===== src/rtl/serial_sub_pkg.sv =====
// Shared definitions for the bit-serial subtractor: FSM encoding, default
// width and the single-bit borrow-propagating subtract function.
package serial_sub_pkg;

    typedef enum logic [1:0] {
        IDLE = 2'd0,
        RUN  = 2'd1,
        DONE = 2'd2
    } state_e;

    localparam int SUB_W_DEFAULT = 8;

    // Returns {borrow_out, difference} for x - y - bin.
    function automatic logic [1:0] full_sub(input logic x, input logic y, input logic bin);
        logic d_v;
        logic bo_v;
        d_v  = x ^ y ^ bin;
        bo_v = (~x & y) | (~(x ^ y) & bin);
        return {bo_v, d_v};
    endfunction

endpackage


===== src/rtl/serial_sub_full_sub_bit.sv =====
// One-bit borrow-propagating subtractor cell; the only arithmetic in the
// serial subtractor, reused across all bit positions over time.
module full_sub_bit
    import serial_sub_pkg::*;
(
    input  logic x,
    input  logic y,
    input  logic bin,
    output logic d,
    output logic bo
);

    logic [1:0] res_s;

    assign res_s = full_sub(x, y, bin);
    assign d     = res_s[0];
    assign bo    = res_s[1];

endmodule


===== src/rtl/serial_sub.sv =====
// Bit-serial unsigned subtractor diff = a - b, LSB first, one bit per clock,
// with a start/ready/done handshake and registered result flags.
module serial_sub
    import serial_sub_pkg::*;
#(
    parameter int W = SUB_W_DEFAULT
) (
    input  logic         clk,
    input  logic         rst,
    input  logic         start,
    input  logic [W-1:0] a,
    input  logic [W-1:0] b,
    output logic         ready,
    output logic         busy,
    output logic         done,
    output logic [W-1:0] diff,
    output logic         borrow_out,
    output logic         zero
);

    localparam int CW = (W > 1) ? $clog2(W) : 1;
    localparam logic [CW-1:0] CNT_LAST = CW'(W - 1);
    localparam logic [CW-1:0] CNT_ONE  = CW'(1);
    localparam logic [1:0]    S_IDLE   = IDLE;
    localparam logic [1:0]    S_RUN    = RUN;
    localparam logic [1:0]    S_DONE   = DONE;

    logic [1:0]    state_r;
    logic [1:0]    state_nxt_s;
    logic [W-1:0]  sa_r;
    logic [W-1:0]  sb_r;
    logic [W-1:0]  diff_r;
    logic [W-1:0]  diff_nxt_s;
    logic          br_r;
    logic [CW-1:0] cnt_r;
    logic          ready_r;
    logic          busy_r;
    logic          done_r;
    logic          borrow_out_r;
    logic          zero_r;
    logic          d_s;
    logic          bo_s;
    logic          load_s;
    logic          run_s;
    logic          last_bit_s;
    logic          fin_s;

    full_sub_bit u_cell (
        .x   (sa_r[0]),
        .y   (sb_r[0]),
        .bin (br_r),
        .d   (d_s),
        .bo  (bo_s)
    );

    assign load_s     = (state_r == S_IDLE) && start;
    assign run_s      = (state_r == S_RUN);
    assign last_bit_s = (cnt_r == CNT_LAST);
    assign fin_s      = run_s && last_bit_s;
    assign diff_nxt_s = {d_s, diff_r[W-1:1]};

    // Next-state decode; DONE always lasts exactly one cycle.
    always_comb begin
        state_nxt_s = state_r;
        case (state_r)
            S_IDLE: begin
                if (start) begin
                    state_nxt_s = S_RUN;
                end else begin
                    state_nxt_s = S_IDLE;
                end
            end
            S_RUN: begin
                if (last_bit_s) begin
                    state_nxt_s = S_DONE;
                end else begin
                    state_nxt_s = S_RUN;
                end
            end
            S_DONE:  state_nxt_s = S_IDLE;
            default: state_nxt_s = S_IDLE;
        endcase
    end

    // State register and handshake flags, registered from the next state.
    always_ff @(posedge clk) begin
        if (rst) begin
            state_r <= S_IDLE;
            ready_r <= 1'b1;
            busy_r  <= 1'b0;
            done_r  <= 1'b0;
        end else begin
            state_r <= state_nxt_s;
            ready_r <= (state_nxt_s == S_IDLE);
            busy_r  <= (state_nxt_s == S_RUN);
            done_r  <= (state_nxt_s == S_DONE);
        end
    end

    // Operand shift registers, borrow chain and bit counter.
    always_ff @(posedge clk) begin
        if (rst) begin
            sa_r  <= {W{1'b0}};
            sb_r  <= {W{1'b0}};
            br_r  <= 1'b0;
            cnt_r <= {CW{1'b0}};
        end else if (load_s) begin
            sa_r  <= a;
            sb_r  <= b;
            br_r  <= 1'b0;
            cnt_r <= {CW{1'b0}};
        end else if (run_s) begin
            sa_r <= {1'b0, sa_r[W-1:1]};
            sb_r <= {1'b0, sb_r[W-1:1]};
            br_r <= bo_s;
            // Hold on the last bit so the counter cannot wrap when W is a power of two.
            if (!last_bit_s) begin
                cnt_r <= cnt_r + CNT_ONE;
            end
        end
    end

    // Result register fills MSB-first from the cell; flags latch on the final bit.
    always_ff @(posedge clk) begin
        if (rst) begin
            diff_r       <= {W{1'b0}};
            borrow_out_r <= 1'b0;
            zero_r       <= 1'b0;
        end else if (run_s) begin
            diff_r <= diff_nxt_s;
            if (fin_s) begin
                borrow_out_r <= bo_s;
                zero_r       <= (diff_nxt_s == {W{1'b0}});
            end
        end
    end

    assign ready      = ready_r;
    assign busy       = busy_r;
    assign done       = done_r;
    assign diff       = diff_r;
    assign borrow_out = borrow_out_r;
    assign zero       = zero_r;

endmodule


===== config.mk =====
export PLATFORM = sky130hd
export DESIGN_NAME = serial_sub
export DESIGN_NICKNAME = d
export VERILOG_FILES = /design/src/rtl/serial_sub_pkg.sv /design/src/rtl/serial_sub_full_sub_bit.sv /design/src/rtl/serial_sub.sv
export SDC_FILE = /design/constraint.sdc
export NUM_CORES = 1
export LEC_CHECK = 0
export CAP_MARGIN = 20
export CORE_MARGIN = 1
export CORE_UTILIZATION = 40
export CTS_CLUSTER_DIAMETER = 30
export CTS_CLUSTER_SIZE = 30
export DETAILED_ROUTE_END_ITERATION = 6
export DONT_BUFFER_PORTS = 1
export HOLD_SLACK_MARGIN = 0.02
export PLACE_DENSITY = 0.63
export SYNTH_ARGS = -nofsm -noshare
export SYNTH_HDL_FRONTEND = slang
export SYNTH_SLANG_ARGS = --single-unit

===== constraint.sdc =====
create_clock -name clk -period 1.66 [get_ports clk]
set_input_delay 0.083 -clock clk [delete_from_list [all_inputs] [get_ports clk]]
set_output_delay 0.083 -clock clk [all_outputs]
set_load 0.1 [all_outputs]

==> results of run 1 <==
## power groups by stage
stage | Sequential (mW) | Clock (mW) | Combinational [mW]
after floorplan | 0.973 | 0 | 0.175
after global placement | 0.933 | 0 | 0.239
after detailed placement | 0.935 | 0 | 0.246
after CTS | 0.916 | 0.605 | 0.285
after global routing | 0.923 | 0.646 | 0.315
final | 0.917 | 0.596 | 0.288
## how the worst max path moves through the flow
stage	slack, ns	from	end
4_1_cts	0.09	cnt_r[0]	cnt_r[1]
5_1_grt	0.04	cnt_r[0]	cnt_r[2]
3_3_place_gp	0.19	cnt_r[0]	cnt_r[1]
2_1_floorplan	0.22	cnt_r[0]	cnt_r[1]
6_report	0.15	cnt_r[0]	cnt_r[2]
3_5_place_dp	0.11	cnt_r[0]	cnt_r[1]
## worst register-to-register path, stage by stage (launching register included)
cell,delay (ns)
dfxtp_1,0.32
ha_1,0.20
ha_1,0.27
nor3b_4,0.32
mux2i_1,0.22
nor3_1,0.06
## through the flow
step	hold WS (ns)	instance area, sq um	instances	utilization	power, mW
3_3_place_gp	0.155	1590	220	0.462	1.17
5_1_grt	0.0383	1810	240	0.527	1.88
6_report	0.0183	1810	240	0.527	1.80
3_5_place_dp	0.156	1590	220	0.462	1.18
4_1_cts	0.0224	1800	240	0.524	1.81
2_1_floorplan	0.219	1490	171	-	1.15
## final cells by class
| type | count | area [sq um] | share of cell area |
|---|---|---|---|
| Sequential cell | 35 | 702 | 0.387 |
| Inverter | 3 | 11.3 | 0.00621 |
| Clock inverter | 3 | 15.0 | 0.00828 |
| Tap cell | 46 | 57.6 | 0.0317 |
| Clock buffer | 5 | 68.8 | 0.0379 |
| Multi-Input combinational cell | 118 | 694 | 0.383 |
| Timing Repair Buffer | 30 | 265 | 0.146 |
## layer usage
metal,share of wire,GRT usage,vias up
met3,0.051,0.0584,5
met2,0.48,0.296,30
met5,0,0,-
met4,0.0089,0.0465,0
li1,-,-,626
met1,0.46,0.189,578
## synth_stat cells
cell,number,area [sq um]
nor3b_2,1,12.5
nand4_1,1,6.26
o21ai_1,1,5.00
fa_1,1,20.0
nor2_1,18,67.6
or3b_1,1,8.76
nand2b_1,4,25.0
or3b_2,2,17.5
mux2i_1,2,20.0
nor3b_4,1,18.8
ha_1,2,25.0
nor2b_1,1,6.26
a211oi_2,4,50.1
a21oi_1,25,125
nor3_1,7,35.0
inv_1,3,11.3
buf_4,2,15.0
a311oi_1,1,8.76
nor4_1,2,12.5
buf_2,7,35.0
a2111oi_0,1,8.76
buf_6,2,22.5
a211oi_1,7,52.6
dfxtp_1,35,701
o21ba_2,1,10.0
clkbuf_1,4,15.0
nand2_1,31,116
xnor2_1,1,8.76
nand3_1,2,10.0
a311oi_2,1,15.0
## cell families (layout without fill, tap and decap cells)
group                      Yosys count  after routing  synth area share
adders and majority gates            3              3            0.0303
and+or+nand+nor                     71             71             0.227
DFF                                 35             35             0.472
buffers and inverters               18             41            0.0665
muxes                                2              2            0.0135
xor gates and xnor gates             1              1           0.00590
AOI/OAI and AO/OA                   41             41             0.185
## repair_timing
| item | CTS | global route |
|---|---|---|
| hold endpoints to repair | 35 | 0 |
| hold buffers | 12 | 0 |
| endpoints found under the setup margin | 0 | 3 |
| resized for setup | 0 | 3 |
## registers in the layout, indices dropped and copies added (netlist names)
name and count:
diff 8, br_r 1, zero 1, sa_r 8
state_r 2, sb_r 8, cnt_r 3, ready 1
done 1, borrow_out 1, busy 1
==> metrics.yaml, run 1 <==
finish:
  syn2layout_area_growth_pct: 22.2
  fill_cells: 333
  layout_common_cells: "34 x dfxtp_1, 31 x nand2_1, 25 x a21oi_1, 18 x nor2_1, 18 x buf_4"
  layout_commonest_cell: "dfxtp_1"
  nNetsFinal: 215
  n_antenna_cell: 0
  layout-drive-gt1-share: 0.201
routing:
  drtIter0Drc: 48
  ant_nets: 0
  via_count: 1239
  drt_pass1_iterations: 4
  drc: 0
  totalWireLength_um: 3020
  vias_per_cell: 5.16
  wl_per_cell_um: 12.6
logic_synthesis:
  synth_warnings: 0
  synthCells: 171
  syn_nets: 193
  seq_area_frac_synth: 0.472
  avgSynthCellArea_sq_um: 8.69
  synth.distinct_cells: 30
  yosys_register_bits: 35
  synthesis.area_sq_mm: 0.00149
timing:
  grt_setup_unrepaired: "false"
  drv_slew: 0
  worst_pin_slew_ns: 0.367
  finalSetupTns_ns: 0
  fmax_mhz: 663
  clock_skew_ns: 0.00375
  hold_viol_final: 0
  fin_crit_ns: 1.51
  setup_viol: 0
  slew_headroom: 0.749
  worst_slack_ns: 0.152
  min_period_over_period: 0.909
clock_network:
  clk_pin_slew_worst_paths_ns: 0.07
  clockRootBuffer: "clkbuf_8"
  cts_inserted_buffers: 5
  htreeDepth: 2
  insertion_delay_ns: 0.28
  cts_num_sinks: 35
  cts.path.max_buffers: 2
  post_cts_buffers: 0
  cts_tree: "done"
worst_setup_path:
  cp.required_ns: 1.82
  worstPathCellList: "ha_1 -> ha_1 -> nor3b_4 -> mux2i_1 -> nor3_1"
  endpoint_kind: "flip-flop"
  r2r_end: "cnt_r[2]"
  slowest_delay_ns: 0.32
  r2r_cells: 5
  cp-start-kind: "flip-flop"
  cp_common_cell: "ha_1"
  cp.arrival_ns: 1.67
  crit_slowest_cell: "dfxtp_1"
  worst-path-buf-inv: 0
  rrSetupSlack_ns: 0.15
  crit_family: "adder cells"
  cp.depth: 5
  r2r-start: "cnt_r[0]"
  path_max_fanout: 5
  criticalPathCategory: "flip-flop to flip-flop"
grt:
  grt_pass1_wl_um: 5380
  first_global_vias: 1260
  antenna_found_initial: 0
  grt_max_degree: 36
  grt.total_usage: 0.168
  overflow: 0
hold_path:
  min_path_type: "input port to flip-flop"
  hold_start: "b[3]"
  min_to: "sb_r[3]"
  holdPathStages: 2
power_and_ir_drop:
  powerDensity_mw_per_mm2: 992
  swShare: 0.284
  pwr-share-comb: 0.160
  p_int_mw: 1.29
  pwr-share-clk: 0.331
  p_leak_nw: 0.680
  pwr-share-seq: 0.509
  vdd_ir_drop_max_v: 0.000553
  switchingPower_uw: 512
place:
  dp_slack_ns: 0.106
  port_buffers: 0
  dp_hpwl_um: 2040
  gp_congestion: 0.715
run_status:
  status: "finished, final reports clean"
die:
  num_rows: 21
  die_h_um: 62.9
  die-area_sq_mm: 0.00396
  die_w_um: 62.9
  coreArea_sq_mm: 0.00344
  start_util: 0.431
  pin_count: 32
run:
  maxCapViolations: 0
Note: power is estimated with default switching activity, not from simulation.
==> run 2, diff against run 1 <==
--- a/config.mk
+++ b/config.mk
@@ -13,7 +13,7 @@
 export DETAILED_ROUTE_END_ITERATION = 6
 export DONT_BUFFER_PORTS = 1
 export HOLD_SLACK_MARGIN = 0.02
-export PLACE_DENSITY = 0.63
+export PLACE_DENSITY = 0.65
 export SYNTH_ARGS = -nofsm -noshare
 export SYNTH_HDL_FRONTEND = slang
 export SYNTH_SLANG_ARGS = --single-unit
==> constraint.sdc (replaced) <==
create_clock -name clk -period 1.3 [get_ports clk]
set_input_delay 0.065 -clock clk [delete_from_list [all_inputs] [get_ports clk]]
set_output_delay 0.065 -clock clk [all_outputs]
set_load 0.1 [all_outputs]
==> run 2 against run 1 <==
Largest cell class is now multi-input gates. Design area increased by 1.9%. Critical path depth unchanged. Clock-buffer cell count unchanged. Sequential share of layout area increased by 0.17 points. Wire length increased by 4.0%. Utilization increased by 0.98 points. The flow now finishes with violations (negative hold slack, negative setup slack). Clock skew increased by 0.0020 ns. Critical endpoint is now zero. Die area unchanged. Combinational power increased by 30%. Highest routed layer unchanged. Global-route usage increased by 0.39 points.
==> metrics.yaml, run 2 (synthesis gave the netlist of run 1 again) <==
place:
  dp_hpwl_um: 2160  # +5.9%
  gp_congestion: 0.780  # +9.1%
  dpl_cell_area_sq_mm: 0.00169  # +6.5%
  port_buffers: 0  # unchanged
  dp_cells: 228  # +3.6%
grt:
  first_global_vias: 1167  # -7.4%
  overflow: 0  # unchanged
  grt_pass1_wl_um: 5140  # -4.4%
  grt_max_degree: 36  # unchanged
  grt.total_usage: 0.172  # +0.00385
  antenna_found_initial: 0  # unchanged
run_status:
  failed_checks: "negative hold slack, negative setup slack"
  status: "finished, violations left"
timing:
  fin_hold_ws_ns: -0.174  # -0.192 ns
  worst_slack_ns: -0.0246  # -0.176 ns
  clock_skew_ns: 0.00573  # +0.00198 ns
  fin_crit_ns: 1.32  # -0.184 ns
  min_period_over_period: 1.02  # +0.110
  grt_setup_unrepaired: "true"
  drv_slew: 0  # unchanged
  finalSetupTns_ns: -0.0309  # -0.0309 ns
  slew_headroom: 0.813  # +0.0638
  setup_viol: 2  # +2
  worst_pin_slew_ns: 0.283  # -0.0839 ns
  hold_viol_final: 35  # +35
  fmax_mhz: 755  # +14%
worst_setup_path:
  path_max_fanout: 2  # -3
  cp-start-kind: "flip-flop"
  r2r-start: "sb_r[0]"
  r2r_cells: 5  # unchanged
  cp.required_ns: 1.53  # -0.29 ns
  endpoint_kind: "flip-flop"
  r2r_end: "zero"
  crit_family: "adder cells"
  worstPathCellList: "inv_2 -> fa_1 -> nor4_2 -> nand4_1 -> a21oi_1"
  crit_slowest_cell: "fa_1"
  worst-path-buf-inv: 1  # +1
  rrSetupSlack_ns: -0.02  # -0.18 ns
  criticalPathCategory: "flip-flop to flip-flop"
  cp.arrival_ns: 1.55  # -0.12 ns
  slowest_delay_ns: 0.50  # +0.18 ns
hold_path:
  hold_start: "rst"
  holdPathStages: 1  # -1
  min_to: "br_r"
  min_path_type: "input port to flip-flop"
die:
  pin_count: 32  # unchanged
  die_w_um: 62.9  # unchanged
  die-area_sq_mm: 0.00396  # unchanged
  coreArea_sq_mm: 0.00344  # unchanged
  start_util: 0.431  # unchanged
  num_rows: 21  # unchanged
  die_h_um: 62.9  # unchanged
finish:
  final_cell_count_no_fill: 237  # -1.3%
  layout_common_cells: "31 x nand2_1, 25 x a21oi_1, 24 x buf_4, 21 x dfxtp_1, 18 x nor2_1"
  utilization: 0.537  # +0.00982
  layout_commonest_cell: "nand2_1"
  layout-drive-gt1-share: 0.356  # +0.155
  nNetsFinal: 212  # -1.4%
  n_antenna_cell: 0  # unchanged
  syn2layout_area_growth_pct: 24.4
  fill_cells: 330  # -0.90%
  stdcell_area_sq_mm: 0.00185  # +1.9%
routing:
  drt_pass1_iterations: 4  # unchanged
  drtIter0Drc: 71  # +48%
  via_count: 1236  # -0.24%
  vias_per_cell: 5.22  # +1.0%
  drc: 0  # unchanged
  wl_per_cell_um: 13.3  # +5.3%
  ant_nets: 0  # unchanged
  totalWireLength_um: 3140  # +4.0%
clock_network:
  htreeDepth: 2  # unchanged
  cts_inserted_buffers: 5  # unchanged
  clk_pin_slew_worst_paths_ns: 0.08  # about the same
  insertion_delay_ns: 0.29  # about the same
  clockRootBuffer: "clkbuf_8"
  cts_tree: "done"
  cts.path.max_buffers: 2  # unchanged
  cts_num_sinks: 35  # unchanged
power_and_ir_drop:
  powerDensity_mw_per_mm2: 1260  # +27%
  vdd_ir_drop_max_v: 0.000897  # +62%
  p_leak_nw: 0.677  # -0.46%
run:
  maxCapViolations: 0  # unchanged
run 2: worst max-delay path by stage:
stage,from,end,cells after the start
after floorplan,state_r[1],sb_r[2],6
after global placement,sb_r[0],zero,5
after global routing,sb_r[0],zero,5
final,sb_r[0],zero,5
after detailed placement,cnt_r[0],cnt_r[2],5
after CTS,cnt_r[0],cnt_r[0],6
run 2: cell type report:
cell class	instances	area, sq um	share of cell area
clock inverters	3	20.0	0.0108
repair buffers	27	223	0.121
inverters	3	11.3	0.00609
flip-flops and latches	35	718	0.389
multi-input cells	118	749	0.406
well taps	46	57.6	0.0311
clock buffers	5	68.8	0.0372
run 2: per-layer routing:
metal,share of wire,vias to the layer above,GRT usage
met3,0.066,6,0.0821
met5,0,-,0
li1,-,617,-
met1,0.44,579,0.199
met2,0.47,34,0.258
met4,0.019,0,0.0930
run 2: what timing repair did:
| action | 4_1_cts | 5_1_grt |
|---|---|---|
| endpoints found under the hold margin | 35 | 35 |
| resized for setup | 3 | 14 |
| setup buffers | 1 | 0 |
| endpoints found under the setup margin | 5 | 11 |
| pin swaps | 1 | 1 |
run 2: worst register-to-register path: cells and delay by family, from the launching register on:
family                   cells  cell delay [ns]
buffers and inverters        1             0.04
AO/OA/AOI/OAI                1             0.13
flip-flops                   1             0.33
adder cells (fa/ha/maj)      1             0.50
AND/OR/NAND/NOR              2             0.25
run 2: metrics by stage:
stage	total power [mW]	hold slack [ns]	worst slack [ns]
finish	2.33	-0.174	-0.0246
global route	2.44	-0.202	-0.117
CTS	2.33	-0.186	-0.0641
detailed placement	1.54	0.134	-0.0776
global placement	1.52	0.130	-0.0283
floorplan	1.47	0.201	-0.0335
run 2: power by group:
group | internal [mW] | leakage, nW | switching (mW)
Sequential | 1.13 | 0.293 | 0.0361
Combinational | 0.156 | 0.343 | 0.216
Clock | 0.372 | 0.0402 | 0.412
==> run 3, diff against run 2 <==
--- a/config.mk
+++ b/config.mk
@@ -6,6 +6,7 @@
 export NUM_CORES = 1
 export LEC_CHECK = 0
 export CAP_MARGIN = 20
+export CORE_ASPECT_RATIO = 1.25
 export CORE_MARGIN = 1
 export CORE_UTILIZATION = 40
 export CTS_CLUSTER_DIAMETER = 30
==> run 3 against run 2 <==
The run still ends with negative hold slack, negative setup slack left. Utilization is 0.87 points higher. Design area up 3.7%. Via count grew 1.5%. Fmax down 4.5%. Sequential power is essentially flat. Critical path depth unchanged. Clock power increased by 26%. Largest cell class unchanged. Largest power group unchanged. Highest routed layer unchanged.
==> metrics.yaml, run 3 (synthesis gave the netlist of run 1 again) <==
worst_setup_path:
  r2r-start: "sb_r[0]"
  criticalPathCategory: "flip-flop to flip-flop"
  path_max_fanout: 2  # unchanged
  cp.required_ns: 1.52  # about the same
  cp-start-kind: "flip-flop"
  crit_family: "adder cells"
  cp.arrival_ns: 1.61  # +0.06 ns
  crit_slowest_cell: "fa_1"
  r2r_end: "zero"
  slowest_delay_ns: 0.51  # about the same
  worstPathCellList: "inv_2 -> fa_1 -> nor4_2 -> nand4_1 -> a21oi_1"
  rrSetupSlack_ns: -0.09  # -0.06 ns
  endpoint_kind: "flip-flop"
  worst-path-buf-inv: 1  # unchanged
  r2r_cells: 5  # unchanged
routing:
  wl_per_cell_um: 12.9  # -3.1%
  vias_per_cell: 5.36  # +2.8%
  ant_nets: 0  # unchanged
  drc: 0  # unchanged
  via_count: 1255  # +1.5%
  drtIter0Drc: 42  # -41%
  drt_pass1_iterations: 5  # +1
  totalWireLength_um: 3010  # -4.3%
timing:
  worst_pin_slew_ns: 0.305  # +0.0219 ns
  drv_slew: 0  # unchanged
  min_period_over_period: 1.07  # +0.0477
  worst_slack_ns: -0.0866  # -0.0620 ns
  hold_viol_final: 35  # unchanged
  fin_crit_ns: 1.39  # +0.0620 ns
  finalSetupTns_ns: -0.280  # -0.249 ns
  slew_headroom: 0.791  # -0.0214
  clock_skew_ns: 0.00353  # -0.00220 ns
  fin_hold_ws_ns: -0.165  # +0.00821 ns
  fmax_mhz: 721  # -4.5%
  setup_viol: 6  # +4
  grt_setup_unrepaired: "true"
grt:
  overflow: 0  # unchanged
  grt_max_degree: 36  # unchanged
  grt.total_usage: 0.161  # -0.0105
  first_global_vias: 1204  # +3.2%
  antenna_found_initial: 0  # unchanged
  grt_pass1_wl_um: 5050  # -1.8%
run_status:
  failed_checks: "negative hold slack, negative setup slack"
  status: "finished, violations left"
die:
  die_w_um: 56.5  # -10%
  die-area_sq_mm: 0.00396  # about the same
  num_rows: 24  # +14%
  pin_count: 32  # unchanged
  start_util: 0.423  # -0.00876
  die_h_um: 70.1  # +11%
  coreArea_sq_mm: 0.00351  # +2.1%
power_and_ir_drop:
  vdd_ir_drop_max_v: 0.00106  # +18%
  p_leak_nw: 0.725  # +7.2%
  powerDensity_mw_per_mm2: 1330  # +5.9%
clock_network:
  cts_num_sinks: 35  # unchanged
  insertion_delay_ns: 0.28  # about the same
  clockRootBuffer: "clkbuf_8"
  htreeDepth: 2  # unchanged
  cts_inserted_buffers: 5  # unchanged
  cts_tree: "done"
  cts.path.max_buffers: 2  # unchanged
  clk_pin_slew_worst_paths_ns: 0.07  # about the same
place:
  dp_cells: 221  # -3.1%
  dp_hpwl_um: 2050  # -5.1%
  port_buffers: 0  # unchanged
  gp_congestion: 0.698  # -10%
  dpl_cell_area_sq_mm: 0.00170  # +0.22%
finish:
  layout_commonest_cell: "nand2_1"
  layout_common_cells: "31 x nand2_1, 28 x buf_4, 23 x a21oi_1, 22 x dfxtp_1, 16 x nor2_1"
  n_antenna_cell: 0  # unchanged
  syn2layout_area_growth_pct: 29.1
  seqCellArea_sq_um: 717  # -0.17%
  final_cell_count_no_fill: 234  # -1.3%
  fill_cells: 323  # -2.1%
  multi_input_area_sq_um: 761  # +1.5%
  layout-drive-gt1-share: 0.379  # +0.0235
  nNetsFinal: 216  # +1.9%
  stdcell_area_sq_mm: 0.00192  # +3.7%
run:
  maxCapViolations: 0  # unchanged
hold_path:
  min_to: "diff[4]"
  hold_start: "rst"
  min_path_type: "input port to flip-flop"
  holdPathStages: 1  # unchanged
==> run 3: where the power goes <==
group          leakage, nW  internal [mW]  switching (mW)
Combinational        0.371          0.173           0.222
Clock               0.0612          0.620           0.371
Sequential           0.293           1.14          0.0358
==> run 3: how the worst max path moves through the flow <==
stage	startpoint	slack, ns	cells after the start	to
detailed placement	sb_r[0]	-0.12	5	zero
floorplan	state_r[1]	-0.03	6	sb_r[2]
finish	sb_r[0]	-0.09	5	zero
global placement	sb_r[0]	-0.04	5	zero
CTS	cnt_r[1]	-0.08	5	cnt_r[1]
global route	sb_r[0]	-0.19	5	zero
==> run 3: area by class of cell <==
type	count	share of cell area
clock inverter	2	0.0183
inverter	3	0.00587
multi-input combinational	118	0.397
tap	39	0.0255
sequential	35	0.374
timing repair buffer	31	0.136
clock buffer	6	0.0431
==> run 3: metal layers <==
layer / vias up / part of all wire / GRT usage
met2: 37 / 0.53 / 0.289
met3: 4 / 0.059 / 0.0574
li1: 634 / - / -
met1: 580 / 0.40 / 0.174
met5: - / 0 / 0
met4: 0 / 0.0090 / 0.0488
==> run 3: metrics by stage <==
| step | utilization | setup slack, ns | hold slack (ns) | power (mW) |
|---|---|---|---|---|
| floorplan | - | -0.0335 | 0.201 | 1.47 |
| CTS | 0.525 | -0.0773 | -0.173 | 2.55 |
| global route | 0.546 | -0.192 | -0.180 | 2.67 |
| finish | 0.546 | -0.0866 | -0.165 | 2.56 |
| global placement | 0.483 | -0.0412 | 0.130 | 1.53 |
| detailed placement | 0.483 | -0.119 | 0.132 | 1.54 |
==> run 3: timing repair <==
action | 4_1_cts | 5_1_grt
setup buffers | 1 | 4
pin swaps | 2 | 5
endpoints found under the hold margin | 35 | 35
resized for setup | 6 | 12
setup endpoints to repair | 11 | 20
